--- src/rtl/gcd_job_dispatch.sv ---
// Job front/back-end for the 8-bit GCD datapath: tagged operand FIFO, launch FSM,
// local handling of zero operands, timeout abort and a single-entry result slot.
module gcd_job_dispatch #(
    parameter int BusSize        = 8,
    parameter int TAG_W          = 4,
    parameter int FIFO_DEPTH     = 4,
    parameter int TIMEOUT_CYCLES = 1024
) (
    input  logic               clk_i,
    input  logic               rst_i,
    input  logic               in_valid_i,
    output logic               in_ready_o,
    input  logic [BusSize-1:0] in_a_i,
    input  logic [BusSize-1:0] in_b_i,
    input  logic [TAG_W-1:0]   in_tag_i,
    output logic [BusSize-1:0] gcd_a_o,
    output logic [BusSize-1:0] gcd_b_o,
    output logic               gcd_go_o,
    input  logic               gcd_done_i,
    input  logic [BusSize-1:0] gcd_result_i,
    output logic               out_valid_o,
    input  logic               out_ready_i,
    output logic [BusSize-1:0] out_result_o,
    output logic [TAG_W-1:0]   out_tag_o,
    output logic               out_bypass_o,
    output logic               out_err_o,
    output logic               busy_o
);
    localparam int PW = $clog2(FIFO_DEPTH);
    localparam int CW = $clog2(TIMEOUT_CYCLES);

    typedef struct packed {
        logic [BusSize-1:0] a;
        logic [BusSize-1:0] b;
        logic [TAG_W-1:0]   tag;
    } job_t;

    typedef enum logic [1:0] {IDLE, ISSUE, ACK, RUN} state_t;

    job_t               mem [FIFO_DEPTH];
    job_t               head;
    logic [PW:0]        wr_ptr, rd_ptr;
    logic               full, empty, push, pop;
    state_t             state, state_d;
    logic [CW-1:0]      timer;
    logic               tmr_clr, tmr_inc, tmr_hit;
    logic [TAG_W-1:0]   job_tag;
    logic               launch, ld_slot, ld_byp, ld_err;
    logic [BusSize-1:0] ld_res;
    logic [TAG_W-1:0]   ld_tag;

    assign empty      = (wr_ptr == rd_ptr);
    assign full       = (wr_ptr[PW] != rd_ptr[PW]) && (wr_ptr[PW-1:0] == rd_ptr[PW-1:0]);
    assign in_ready_o = !full;
    assign push       = in_valid_i && !full;
    assign head       = mem[rd_ptr[PW-1:0]];
    assign gcd_go_o   = (state == ISSUE);
    assign busy_o     = (state != IDLE) || !empty;
    // Abort on the edge the count would reach TIMEOUT_CYCLES-1: slot fills TIMEOUT_CYCLES cycles after ISSUE
    assign tmr_hit    = (timer == CW'(TIMEOUT_CYCLES - 2));

    always_ff @(posedge clk_i) begin
        if (push) mem[wr_ptr[PW-1:0]] <= '{a: in_a_i, b: in_b_i, tag: in_tag_i};
    end

    always_ff @(posedge clk_i or posedge rst_i) begin
        if (rst_i) state <= IDLE;
        else       state <= state_d;
    end

    always_comb begin
        state_d = state;
        pop     = 1'b0;
        launch  = 1'b0;
        ld_slot = 1'b0;
        ld_res  = '0;
        ld_byp  = 1'b0;
        ld_err  = 1'b0;
        ld_tag  = job_tag;
        tmr_clr = 1'b0;
        tmr_inc = 1'b0;
        case (state)
            IDLE: begin
                if (!empty && !out_valid_o) begin
                    pop = 1'b1;
                    if (head.a == '0 || head.b == '0) begin
                        ld_slot = 1'b1;
                        ld_res  = head.a | head.b;
                        ld_byp  = 1'b1;
                        ld_tag  = head.tag;
                    end else begin
                        launch  = 1'b1;
                        state_d = ISSUE;
                    end
                end
            end
            ISSUE: begin
                tmr_clr = 1'b1;
                state_d = ACK;
            end
            ACK, RUN: begin
                if (state == RUN && gcd_done_i) begin
                    ld_slot = 1'b1;
                    ld_res  = gcd_result_i;
                    state_d = IDLE;
                end else if (tmr_hit) begin
                    ld_slot = 1'b1;
                    ld_err  = 1'b1;
                    state_d = IDLE;
                end else begin
                    tmr_inc = 1'b1;
                    if (state == ACK && !gcd_done_i) state_d = RUN;
                end
            end
            default: state_d = IDLE;
        endcase
    end

    always_ff @(posedge clk_i or posedge rst_i) begin
        if (rst_i) begin
            wr_ptr       <= '0;
            rd_ptr       <= '0;
            gcd_a_o      <= '0;
            gcd_b_o      <= '0;
            job_tag      <= '0;
            timer        <= '0;
            out_valid_o  <= 1'b0;
            out_result_o <= '0;
            out_tag_o    <= '0;
            out_bypass_o <= 1'b0;
            out_err_o    <= 1'b0;
        end else begin
            if (push) wr_ptr <= wr_ptr + 1'b1;
            if (pop)  rd_ptr <= rd_ptr + 1'b1;
            if (launch) begin
                gcd_a_o <= head.a;
                gcd_b_o <= head.b;
                job_tag <= head.tag;
            end
            if (tmr_clr)      timer <= '0;
            else if (tmr_inc) timer <= timer + CW'(1);
            // Loads only happen with the slot empty, so load and drain never collide
            if (ld_slot) begin
                out_valid_o  <= 1'b1;
                out_result_o <= ld_res;
                out_tag_o    <= ld_tag;
                out_bypass_o <= ld_byp;
                out_err_o    <= ld_err;
            end else if (out_valid_o && out_ready_i) begin
                out_valid_o <= 1'b0;
            end
        end
    end
endmodule

--- config.mk ---
export PLATFORM = sky130hd
export DESIGN_NAME = gcd_job_dispatch
export DESIGN_NICKNAME = d
export VERILOG_FILES = /design/src/rtl/gcd_job_dispatch.sv
export SDC_FILE = /design/constraint.sdc
export NUM_CORES = 1
export LEC_CHECK = 0
export BUFFER_PORTS_ARGS = -buffer_cell sky130_fd_sc_hd__clkbuf_2
export CAP_MARGIN = 20
export CORE_ASPECT_RATIO = 0.5
export CORE_UTILIZATION = 50
export CTS_CLUSTER_SIZE = 25
export DETAILED_ROUTE_END_ITERATION = 16
export PLACE_DENSITY_LB_ADDON = 0.05
export SYNTH_ARGS = -nofsm -noshare
export SYNTH_HDL_FRONTEND = slang
export SYNTH_SLANG_ARGS = --single-unit
--- constraint.sdc ---
create_clock -name clk_i -period 5.3 [get_ports clk_i]
set_clock_uncertainty 0.15 [all_clocks]
set_input_delay 1.06 -clock clk_i [delete_from_list [all_inputs] [get_ports clk_i]]
set_output_delay 1.06 -clock clk_i [all_outputs]
set_load 0.005 [all_outputs]
; Word level (Yosys, flattened, before mapping)
; Memories as Yosys holds them, arrays and structs flattened.
; Index checks and enable logic that the tools add are counted.
; W data, S select, Z words.
[classes]
addsub = 3
eq_ne = 10
muxes = 36
bitwise_logic = 1
reduce_logical = 20
[op_table]
columns = op, n
row1 = $mux W8, 3
row2 = $mux W1, 20
row3 = $mux W10, 2
row4 = $logic_not A8 Y1, 2
row5 = $pmux W8 S2, 1
row6 = $mux W4, 3
row7 = $add A10 B1 Y10 const B, 1
row8 = $eq A10 B10 Y1 const B, 1
row9 = $mux W2, 5
row10 = $or A8 B8 Y8, 1
row11 = $add A3 B1 Y3 const B, 2
row12 = $logic_and A1 B1 Y1, 6
row13 = $pmux W2 S3, 1
row14 = $reduce_bool A2 Y1, 3
row15 = $eq A2 B2 Y1 const B, 2
row16 = $logic_not A1 Y1, 4
row17 = $ne A2 B2 Y1 const B, 2
row18 = $ne A4 B4 Y1 const B, 1
row19 = $eq A3 B3 Y1, 1
row20 = $reduce_and A3 Y1, 1
row21 = $eq A2 B1 Y1 const B, 1
row22 = $eq A2 B2 Y1, 1
row23 = $logic_not A2 Y1, 1
row24 = $logic_or A1 B1 Y1, 2
row25 = 3 further kinds, 3
[totals]
reg_bits = 53
ram_bits = 80
input_bits = 33
output_inout_bits = 34
elab_cells = 83
mem_count = 1
[mem_list]
columns = memory, depth, width, read_ports, rd_ports_with_merged_regs, wr, line_no
row1 = mem, 4, 20, 1, 0, 1, 40  ; job_t mem [FIFO_DEPTH];

; Longest topological paths before layout
; Gate-level depths: netlist of the first run.
; An unclocked memory read counts as a cell.
[depth]
ltp_word = 7
depth_mapped = 9
mapped_depth_nobuf = 8

; Worst setup path before layout of the first run
; Ideal clock, no wire load.
[synth_timing]
path_kind = register to register
from = register rd_ptr[0]
to = register gcd_a_o[0]
setup_ps = 125
arrival_ps = 2216
required_ps = 5025
path_slack_ps = 2809
path_stages_with_launch = 9
n_path_buf = 3
synth_period_minus_slack_ps = 2491
path_cell_list = dfrtp_1 > buf_6 > buf_2 > mux4_2 > nor4_2 > nand2_2 > nand3_2 > buf_4 > mux2_2
[synth_between]
elab_chain_cells = 6
elab_cells_between_ends = 10
classes_between = eq/ne: 1 / mux: 3 / reduce/logical: 5 / memory: 1
[synth_lines]
columns = element, line_no
row1 = from (decl), 42  ; logic [PW:0] wr_ptr, rd_ptr;
row2 = from (signal assigned), 134  ; if (pop) rd_ptr <= rd_ptr + 1'b1;
row3 = $mem_v2 Z4 W20, --
row4 = $logic_not A8 Y1, 86  ; if (head.a == '0 || head.b == '0) begin
row5 = $logic_or A1 B1 Y1, 86
row6 = $mux W1, 86
row7 = $mux W1, 84  ; if (!empty && !out_valid_o) begin
row8 = $mux W1, 82  ; case (state)
row9 = to (signal assigned), 136  ; gcd_a_o <= head.a;
row10 = to (decl), 16  ; output logic [BusSize-1:0] gcd_a_o,
; Parallel ways exist; a longest one is shown, timed or not.
; A chain may end at the register's enable or synchronous reset.

; Worst setup path after layout of the first run
[layout_timing]
from = register rd_ptr[0]
to = register gcd_b_o[6]
[layout_between]
elab_chain_cells = 6
elab_cells_between_ends = 10
classes_between = eq/ne: 1 / mux: 3 / reduce/logical: 5 / memory: 1
[layout_lines]
columns = element, line_no
row1 = $mem_v2 Z4 W20, --
row2 = $logic_not A8 Y1, 86
row3 = $logic_or A1 B1 Y1, 86
row4 = $mux W1, 86
row5 = $mux W1, 84
row6 = $mux W1, 82
row7 = to (signal assigned), 137  ; gcd_b_o <= head.b;
row8 = to (decl), 17  ; output logic [BusSize-1:0] gcd_b_o,
; Parallel ways exist; a longest one is shown, timed or not.

==> flow_metrics.env, run 1 <==
export IMPL_cts_tree="done"
export IMPL_synth_simple_area_share=0.0622
export IMPL_grt_ovfl_total=0
export IMPL_syn_cell_area_sq_mm=0.00549
export IMPL_diodes=0
export IMPL_postRouteAntennaNets=0
export IMPL_ys_seq_area_frac=0.679
export IMPL_die_area_sq_mm=0.0114
export IMPL_hp_class="register to register"
export IMPL_stdcell_count=562
export IMPL_synth_adder_area_share=0.0160
export IMPL_ys_async_sr_fraction=0.398
export IMPL_io_pins=67
export IMPL_postCtsHoldBufs=0
export IMPL_r2r_slack_ps=1720
export IMPL_r2r_cells=6
export IMPL_grt_pass1_vias=3365
export IMPL_grt_pass1_wl_um=18500
export IMPL_yosysUniqueCellTypes=43
export IMPL_cp_slowest_cell="dfrtp_1"
export IMPL_status="complete, no violations"
export IMPL_final_max_slew_viol_count=0
export IMPL_setup_tns_ps=0
export IMPL_relSlewSlack=0.389
export IMPL_synth_edf_count=80
export IMPL_hold_end="out_bypass_o$_DFFE_PP0P_"
export IMPL_leakage_nw=2.60
export IMPL_antenna_found_initial=0
export IMPL_yosysMostFrequentCell="edfxtp_1"
export IMPL_die_width_um=150
export IMPL_worstReg2RegEnd="gcd_b_o[6]$_DFFE_PP0P_"
export IMPL_grtUsageTotal=0.225
export IMPL_routed_wl_um=11700
export IMPL_synth_top_family_by_area="multiplexers"
export IMPL_path_buf_inv=1
export IMPL_crit_fanout=21
export IMPL_drive_above_1_share=0.370
export IMPL_finalHoldViolations=0
export IMPL_p_total_mw=3.90
export IMPL_ctsHtreeMaxLevel=4
export IMPL_n_fill_cell=801
export IMPL_numCtsBuffers=17
export IMPL_die_h_um=76.1
export IMPL_ir_worst_vdd_uv=236
export IMPL_period_minus_slack_ps=3580
export IMPL_area_delta_synth_final_pct=19.8
export IMPL_cp_top_family="simple AND/OR/NAND/NOR gates"
export IMPL_clockBufferDepth=2
export IMPL_clk_pin_slew_ps=60
export IMPL_synth_top_area_share=0.438
export IMPL_vias=3182
export IMPL_finalCritPeriodShare=0.675
export IMPL_synthFlopType="edfxtp_1"
export IMPL_power_density_mw_per_mm2=592
export IMPL_worst_ep_required_time_ps=5450
export IMPL_synth_cells=332
export IMPL_synth_compound_area_frac=0.0611
export IMPL_critPathLaunchType="register"
export IMPL_worstSkewPairLatency_ps=410
export IMPL_grt_max_degree=40
export IMPL_synth_common_cells="edfxtp_1 (80), dfrtp_1 (53), mux4_2 (20)"
export IMPL_io_buffers=66
export IMPL_setup_viol=0
export IMPL_synth_xor_area_frac=0.0175
export IMPL_worstHoldStart="out_bypass_o$_DFFE_PP0P_"
export IMPL_end_kind="register"
export IMPL_initial_core_util=0.526
export IMPL_cap_violations=0
export IMPL_synth_nets=372
export IMPL_crit_chain="buf_4, mux4_2, nor4_2, nand2_2, nand3_2, mux2_2"
export IMPL_core_sq_mm=0.0104
export IMPL_r2r_start="rd_ptr[0]$_DFFE_PP0P_"
export IMPL_critical_path_class="register to register"
export IMPL_cts_setup_buffers=0
export IMPL_rsz0062_at_grt="no"
export IMPL_cts_resized=0
export IMPL_routed_via_density=5.66
export IMPL_hpwl_um=8090
export IMPL_gp_congestion=0.840
export IMPL_fin_nets=449
export IMPL_drtPass1Iterations=4
export IMPL_avgSynthCellArea_sq_um=16.5
export IMPL_post_route_drc_count=0
export IMPL_cp_arrival_ps=3720
export IMPL_yosys_top_cells_area="edfxtp_1 (44%), dfrtp_1 (24%), mux4_2 (8.2%)"
export IMPL_worst_path_largest_cell_delay_ps=880
export IMPL_drtIter0Drc=157
export IMPL_drt_wirelength_per_cell_um=20.7
export IMPL_cts_num_sinks=133
export IMPL_ys_ff_latch=133
export IMPL_tightest_slew_ps=916
export IMPL_ys_warn_count=0
export IMPL_max_freq_ghz=0.279
export IMPL_synth_top_area_cell="edfxtp_1"
export IMPL_cts_root_buffer="clkbuf_16"
export IMPL_row_count=26
export IMPL_dp_cells=530
export IMPL_synth_mux_area_frac=0.140
export IMPL_holdPathStages=2
==> power breakdown <==
part           switching (mW)  internal (mW)  leakage, nW  total, mW
clock                   0.484          0.634        0.282       1.12
sequential              0.194           1.43         1.38       1.62
combinational           0.614          0.542        0.937       1.16
==> logic make-up after synthesis <==
family	after synthesis
flip-flops	133
XOR/XNOR	11
AND/OR/NAND/NOR	64
adder cells (fa/ha/maj)	7
buffers and inverters	25
multiplexers	49
AO/OA/AOI/OAI	43
==> worst register-to-register path: cells and delay by family (launching register included) <==
family	cells	cell delay [ps]
AND/OR/NAND/NOR	3	1030
flip-flops	1	880
multiplexers	2	1000
buffers and inverters	1	400
==> sequential cells by signal, indices dropped and copies added (netlist names) <==
name,flops
mem,80
out_tag_o,4
wr_ptr,3
out_valid_o,1
state,2
out_err_o,1
rd_ptr,3
job_tag,4
gcd_b_o,8
gcd_a_o,8
timer,10
out_bypass_o,1
out_result_o,8
==> layout by cell type, fill, tap and decap left out, types with 7 or more instances in the layout <==
| master | Yosys | routed |
|---|---|---|
| mux2_2 | 18 | 18 |
| mux4_2 | 20 | 20 |
| ha_1 | 7 | 7 |
| nand2_1 | 18 | 18 |
| clkbuf_2 | 0 | 66 |
| clkbuf_16 | 0 | 17 |
| dfrtp_1 | 53 | 53 |
| nor2_1 | 13 | 13 |
| edfxtp_1 | 80 | 80 |
| and3_1 | 9 | 9 |
| o21ai_0 | 9 | 9 |
| a22oi_1 | 8 | 8 |
| inv_1 | 10 | 9 |
| mux2i_1 | 8 | 8 |
| a211oi_1 | 10 | 10 |
==> how the worst max path moves through the flow <==
stage / to / slack (ps) / startpoint / cells after the start
after floorplan: gcd_a_o[0]$_DFFE_PP0P_ / 2800 / rst_i / 1
after global placement: gcd_a_o[5]$_DFFE_PP0P_ / 1780 / rd_ptr[0]$_DFFE_PP0P_ / 6
after detailed placement: gcd_b_o[6]$_DFFE_PP0P_ / 1720 / rd_ptr[0]$_DFFE_PP0P_ / 6
after CTS: gcd_a_o[4]$_DFFE_PP0P_ / 1660 / rd_ptr[0]$_DFFE_PP0P_ / 6
after global routing: gcd_b_o[6]$_DFFE_PP0P_ / 1450 / rd_ptr[0]$_DFFE_PP0P_ / 6
final: gcd_b_o[6]$_DFFE_PP0P_ / 1720 / rd_ptr[0]$_DFFE_PP0P_ / 6
==> final cells by class <==
cell class,instances,area [sq um],area share
Clock buffer,18,439,0.0667
Clock inverter,14,134,0.0203
Inverter,10,37.5,0.00570
Multi-Input combinational cell,174,1630,0.247
Sequential cell,133,3730,0.567
Tap cell,140,175,0.0266
Timing Repair Buffer,73,438,0.0666
==> per-stage QoR <==
step,area [sq um],setup slack (ps),utilization,hold slack (ps)
detailed placement,6010,1720,0.575,330
CTS,6580,1660,0.630,346
global placement,5910,1780,0.566,325
global route,6580,1450,0.630,355
floorplan,5490,2800,-,310
finish,6580,1720,0.630,333
==> per-layer routing <==
metal / vias to the layer above / wire, um / GRT usage
li1: 1431 / - / -
met1: 1656 / 5250 / 0.304
met2: 81 / 5750 / 0.362
met3: 14 / 534 / 0.0491
met4: 0 / 129 / 0.0808
met5: - / 0 / 0
(Power assumes the default switching activity.)
==> run 2: changes to the inputs <==
clock period = 3.15 ns   (was 5.3 ns; I/O delays follow)
==> run 2 against run 1 <==
Against the previous run: final cell count up 0.89%; critical path type unchanged; highest routed layer unchanged; worst hold slack worse by 280 ps; wire length shrank 1.6%; critical path depth unchanged; non-clock buffer count up 5; count of clock-buffer cells in the layout did not move; maximum frequency is 24% higher; register-to-register slack got worse by 1400 ps.
==> flow_metrics.env, run 2 (synthesized netlist as in run 1, its figures left out) <==
export IMPL_ir_worst_vdd_uv=438
export IMPL_cts_resized=0
export IMPL_hpwl_um=7760
export IMPL_leakage_nw=2.61
export IMPL_postRouteAntennaNets=0
export IMPL_grt_max_degree=22
export IMPL_die_h_um=76.1
export IMPL_rsz0062_at_grt="no"
export IMPL_cap_violations=0
export IMPL_crit_fanout=21
export IMPL_row_count=26
export IMPL_r2r_slack_ps=270
export IMPL_grt_pass1_wl_um=18800
export IMPL_antenna_found_initial=0
export IMPL_fin_nets=454
export IMPL_tightest_slew_ps=796
export IMPL_io_pins=67
export IMPL_die_width_um=150
export IMPL_post_route_drc_count=0
export IMPL_core_sq_mm=0.0104
export IMPL_worst_path_largest_cell_delay_ps=600
export IMPL_n_fill_cell=769
export IMPL_postCtsHoldBufs=0
export IMPL_grt_ovfl_total=0
export IMPL_routed_wl_um=11500
export IMPL_final_common_cell="edfxtp_1"
export IMPL_critical_path_class="register to register"
export IMPL_utilization=0.632
export IMPL_status="complete, no violations"
export IMPL_r2r_start="rd_ptr[0]$_DFFE_PP0P_"
export IMPL_io_buffers=66
export IMPL_place_ws_ps=288
export IMPL_largest_reg_flops=80
export IMPL_finalHoldViolations=0
export IMPL_cp_slowest_cell="mux4_2"
export IMPL_max_freq_ghz=0.348
export IMPL_multi_input_area_sq_mm=0.00163
export IMPL_vias=3213
export IMPL_wl_met2_um=5550
export IMPL_period_minus_slack_ps=2880
export IMPL_initial_core_util=0.526
export IMPL_cts_setup_buffers=0
export IMPL_grtUsageTotal=0.225
export IMPL_final_cell_mix="edfxtp_1 (80), clkbuf_2 (66), dfrtp_1 (53)"
export IMPL_final_max_slew_viol_count=0
export IMPL_worstReg2RegEnd="gcd_b_o[3]$_DFFE_PP0P_"
export IMPL_ctsHtreeMaxLevel=4
export IMPL_finalCritPeriodShare=0.913
export IMPL_cts_num_sinks=133
export IMPL_cp_arrival_ps=3010
export IMPL_crit_chain="buf_4, mux4_2, nor4_2, nand2_2, nand3_2, mux2_2"
export IMPL_cts_tree="done"
export IMPL_die_area_sq_mm=0.0114
export IMPL_routed_via_density=5.67
export IMPL_drtIter0Drc=201
export IMPL_p_total_mw=6.67
export IMPL_end_kind="register"
export IMPL_drive_above_1_share=0.372
export IMPL_r2r_cells=6
export IMPL_grt_pass1_vias=3379
export IMPL_clockBufferDepth=2
export IMPL_hp_class="input port to async pin"
export IMPL_numCtsBuffers=17
export IMPL_worst_ep_required_time_ps=3290
export IMPL_drtPass1Iterations=6
export IMPL_cts_root_buffer="clkbuf_16"
export IMPL_fin_ws_ps=274
export IMPL_clk_pin_slew_ps=60
export IMPL_setup_viol=0
export IMPL_power_density_mw_per_mm2=1010
export IMPL_top_layer="met4"
export IMPL_wl_met3_um=499
export IMPL_wl_met1_um=5330
export IMPL_diodes=0
export IMPL_setup_tns_ps=0
export IMPL_critPathLaunchType="register"
export IMPL_seq_area_sq_mm=0.00373
export IMPL_relSlewSlack=0.464
export IMPL_worstSkewPairLatency_ps=410
export IMPL_gp_congestion=0.826
export IMPL_area_delta_synth_final_pct=20.1
export IMPL_drt_wirelength_per_cell_um=20.2
export IMPL_worst_hold_slack_ps=57.7
[run 2: area by class of cell]
cell class / instances / share of cell area
clock buffers: 18 / 0.0651
clock inverters: 14 / 0.0269
inverters: 10 / 0.00569
multi-input cells: 174 / 0.247
flip-flops and latches: 133 / 0.565
well taps: 140 / 0.0266
repair buffers: 78 / 0.0637
[run 2: worst max path at each step]
stage	startpoint	slack [ps]	cells after the start	end
3_3_place_gp	rd_ptr[0]$_DFFE_PP0P_	310	6	gcd_b_o[6]$_DFFE_PP0P_
2_1_floorplan	rd_ptr[0]$_DFFE_PP0P_	660	8	gcd_a_o[0]$_DFFE_PP0P_
6_report	rd_ptr[0]$_DFFE_PP0P_	270	6	gcd_b_o[3]$_DFFE_PP0P_
4_1_cts	rd_ptr[0]$_DFFE_PP0P_	240	6	gcd_b_o[3]$_DFFE_PP0P_
5_1_grt	rd_ptr[0]$_DFFE_PP0P_	80	6	gcd_a_o[2]$_DFFE_PP0P_
3_5_place_dp	rd_ptr[0]$_DFFE_PP0P_	290	6	gcd_a_o[1]$_DFFE_PP0P_
[run 2: per-stage QoR]
step           instance area, sq um  instances
2_1_floorplan                  5490        332
3_3_place_gp                   5990        535
3_5_place_dp                   5990        535
4_1_cts                        6600        567
5_1_grt                        6600        567
6_report                       6600        567
[run 2: power by group]
part           switching, mW  internal, mW
sequential             0.274          2.41
combinational           1.08         0.907
clock                  0.753          1.25
total                   2.10          4.57
[run 2: worst max-delay path: cells and delay by family (launching register included)]
kind / cells / cell delay, ps
muxes: 2 / 1010
and+or+nand+nor: 3 / 980
DFF: 1 / 340
buffers and inverters: 1 / 280
[run 2: routing by layer]
metal  global-route usage  vias to the layer above
li1                     -                     1456
met3               0.0557                       10
met5                    0                        -
met2                0.341                       76
met4               0.0758                        0
met1                0.321                     1671
==> run 3: changes to the inputs <==
RECOVER_POWER = 25   (was unset)
==> run 3 against run 2 <==
Against the previous run: worst setup slack gained 0.52 ps; highest routed layer unchanged; sequential cell count is the same; critical endpoint unchanged; sequential power is essentially flat; largest cell class unchanged.
==> flow_metrics.env, run 3 (synthesized netlist as in run 1, its figures left out) <==
export IMPL_status="complete, no violations"
export IMPL_diodes=0
export IMPL_p_total_mw=6.66
export IMPL_cp_top_family="multiplexers"
export IMPL_final_cell_mix="edfxtp_1 (80), dfrtp_1 (53), clkbuf_2 (47)"
export IMPL_setup_worst_path_start="rd_ptr[0]$_DFFE_PP0P_"
export IMPL_core_sq_mm=0.0104
export IMPL_cts_tree="done"
export IMPL_critical_path_class="register to register"
export IMPL_relSlewSlack=0.465
export IMPL_r2r_slack_ps=270
export IMPL_numCtsBuffers=17
export IMPL_drtPass1Iterations=6
export IMPL_setup_viol=0
export IMPL_worst_ep_required_time_ps=3290
export IMPL_crit_fanout=21
export IMPL_clockBufferDepth=2
export IMPL_cts_resized=0
export IMPL_die_area_sq_mm=0.0114
export IMPL_max_freq_ghz=0.348
export IMPL_leakage_nw=2.56
export IMPL_row_count=26
export IMPL_die_h_um=76.1
export IMPL_gp_congestion=0.826
export IMPL_grt_ovfl_total=0
export IMPL_cts_root_buffer="clkbuf_16"
export IMPL_cts_num_sinks=133
export IMPL_hpwl_um=7760
export IMPL_r2r_start="rd_ptr[0]$_DFFE_PP0P_"
export IMPL_postCtsHoldBufs=0
export IMPL_grt_pass1_wl_um=18800
export IMPL_io_pins=67
export IMPL_stdcell_count=567
export IMPL_final_max_slew_viol_count=0
export IMPL_r2r_cells=6
export IMPL_final_common_cell="edfxtp_1"
export IMPL_area_delta_synth_final_pct=19.7
export IMPL_period_minus_slack_ps=2880
export IMPL_io_buffers=66
export IMPL_ir_worst_vdd_uv=436
export IMPL_finalCritPeriodShare=0.913
export IMPL_routed_via_density=5.71
export IMPL_routed_wl_um=11500
export IMPL_worstReg2RegEnd="gcd_b_o[3]$_DFFE_PP0P_"
export IMPL_end_kind="register"
export IMPL_dp_cells=535
export IMPL_cts_setup_buffers=0
export IMPL_setup_tns_ps=0
export IMPL_antenna_found_initial=0
export IMPL_post_route_drc_count=0
export IMPL_crit_chain="buf_4, mux4_2, nor4_2, nand2_2, nand3_2, mux2_2"
export IMPL_rsz0062_at_grt="no"
export IMPL_worst_path_largest_cell_delay_ps=600
export IMPL_finalHoldViolations=0
export IMPL_cap_violations=0
export IMPL_grtUsageTotal=0.225
export IMPL_worstSkewPairLatency_ps=410
export IMPL_crit_path_end="gcd_b_o[3]$_DFFE_PP0P_"
export IMPL_cp_slowest_cell="mux4_2"
export IMPL_grt_max_degree=22
export IMPL_ctsHtreeMaxLevel=4
export IMPL_drive_above_1_share=0.328
export IMPL_vias=3239
export IMPL_tightest_slew_ps=795
export IMPL_path_buf_inv=1
export IMPL_largest_reg_flops=80
export IMPL_cp_arrival_ps=3010
export IMPL_grt_pass1_vias=3379
export IMPL_clk_pin_slew_ps=60
export IMPL_drt_wirelength_per_cell_um=20.3
export IMPL_power_density_mw_per_mm2=1010
export IMPL_crit_cells=6
export IMPL_die_width_um=150
export IMPL_initial_core_util=0.526
export IMPL_fin_nets=454
export IMPL_drtIter0Drc=206
export IMPL_postRouteAntennaNets=0
export IMPL_hp_class="input port to async pin"
export IMPL_critPathLaunchType="register"
==> run 3: where the power goes <==
| group | switching (mW) | internal, mW | total (mW) |
|---|---|---|---|
| registers | 0.275 | 2.41 | 2.68 |
| logic | 1.07 | 0.903 | 1.98 |
| clock network | 0.751 | 1.25 | 2.00 |
==> run 3: final cells by class <==
class                      count  area [sq um]
clock buffer                  18           429
clock inverter                14           178
fill                         778          3870
inverter                      10          37.5
multi-input combinational    174          1630
sequential                   133          3730
tap                          140           175
timing repair buffer          78           397
==> run 3: metal layers <==
layer | track usage | routed length (um) | share of wire
met4 | 0.0758 | 112 | 0.0098
met3 | 0.0557 | 437 | 0.038
met2 | 0.341 | 5460 | 0.48
met1 | 0.321 | 5480 | 0.48
met5 | 0 | 0 | 0
==> run 3: worst min path at each step <==
stage                                    end  slack, ps  cells after the start
global placement    out_bypass_o$_DFFE_PP0P_        320                      2
detailed placement     rd_ptr[2]$_DFFE_PP0P_        330                      1
CTS                    wr_ptr[0]$_DFFE_PP0P_         60                      2
global route           wr_ptr[0]$_DFFE_PP0P_         90                      2
floorplan              wr_ptr[2]$_DFFE_PP0P_        310                      1
finish                 wr_ptr[0]$_DFFE_PP0P_         60                      2
==> run 3: stage by stage <==
stage	util	cell area, sq um	setup slack, ps	hold WS [ps]
finish	0.629	6570	274	58.5
global route	0.629	6570	80.0	89.0
CTS	0.632	6600	237	60.4
detailed placement	0.574	5990	288	332
global placement	0.574	5990	313	319
floorplan	-	5490	659	310
==> run 3: worst reg2reg max path: stages, from the launching register on <==
cell     delay, ps
dfrtp_1        340
buf_4          280
mux4_2         610
nor4_2         350
nand2_2        180
nand3_2        450
mux2_2         410
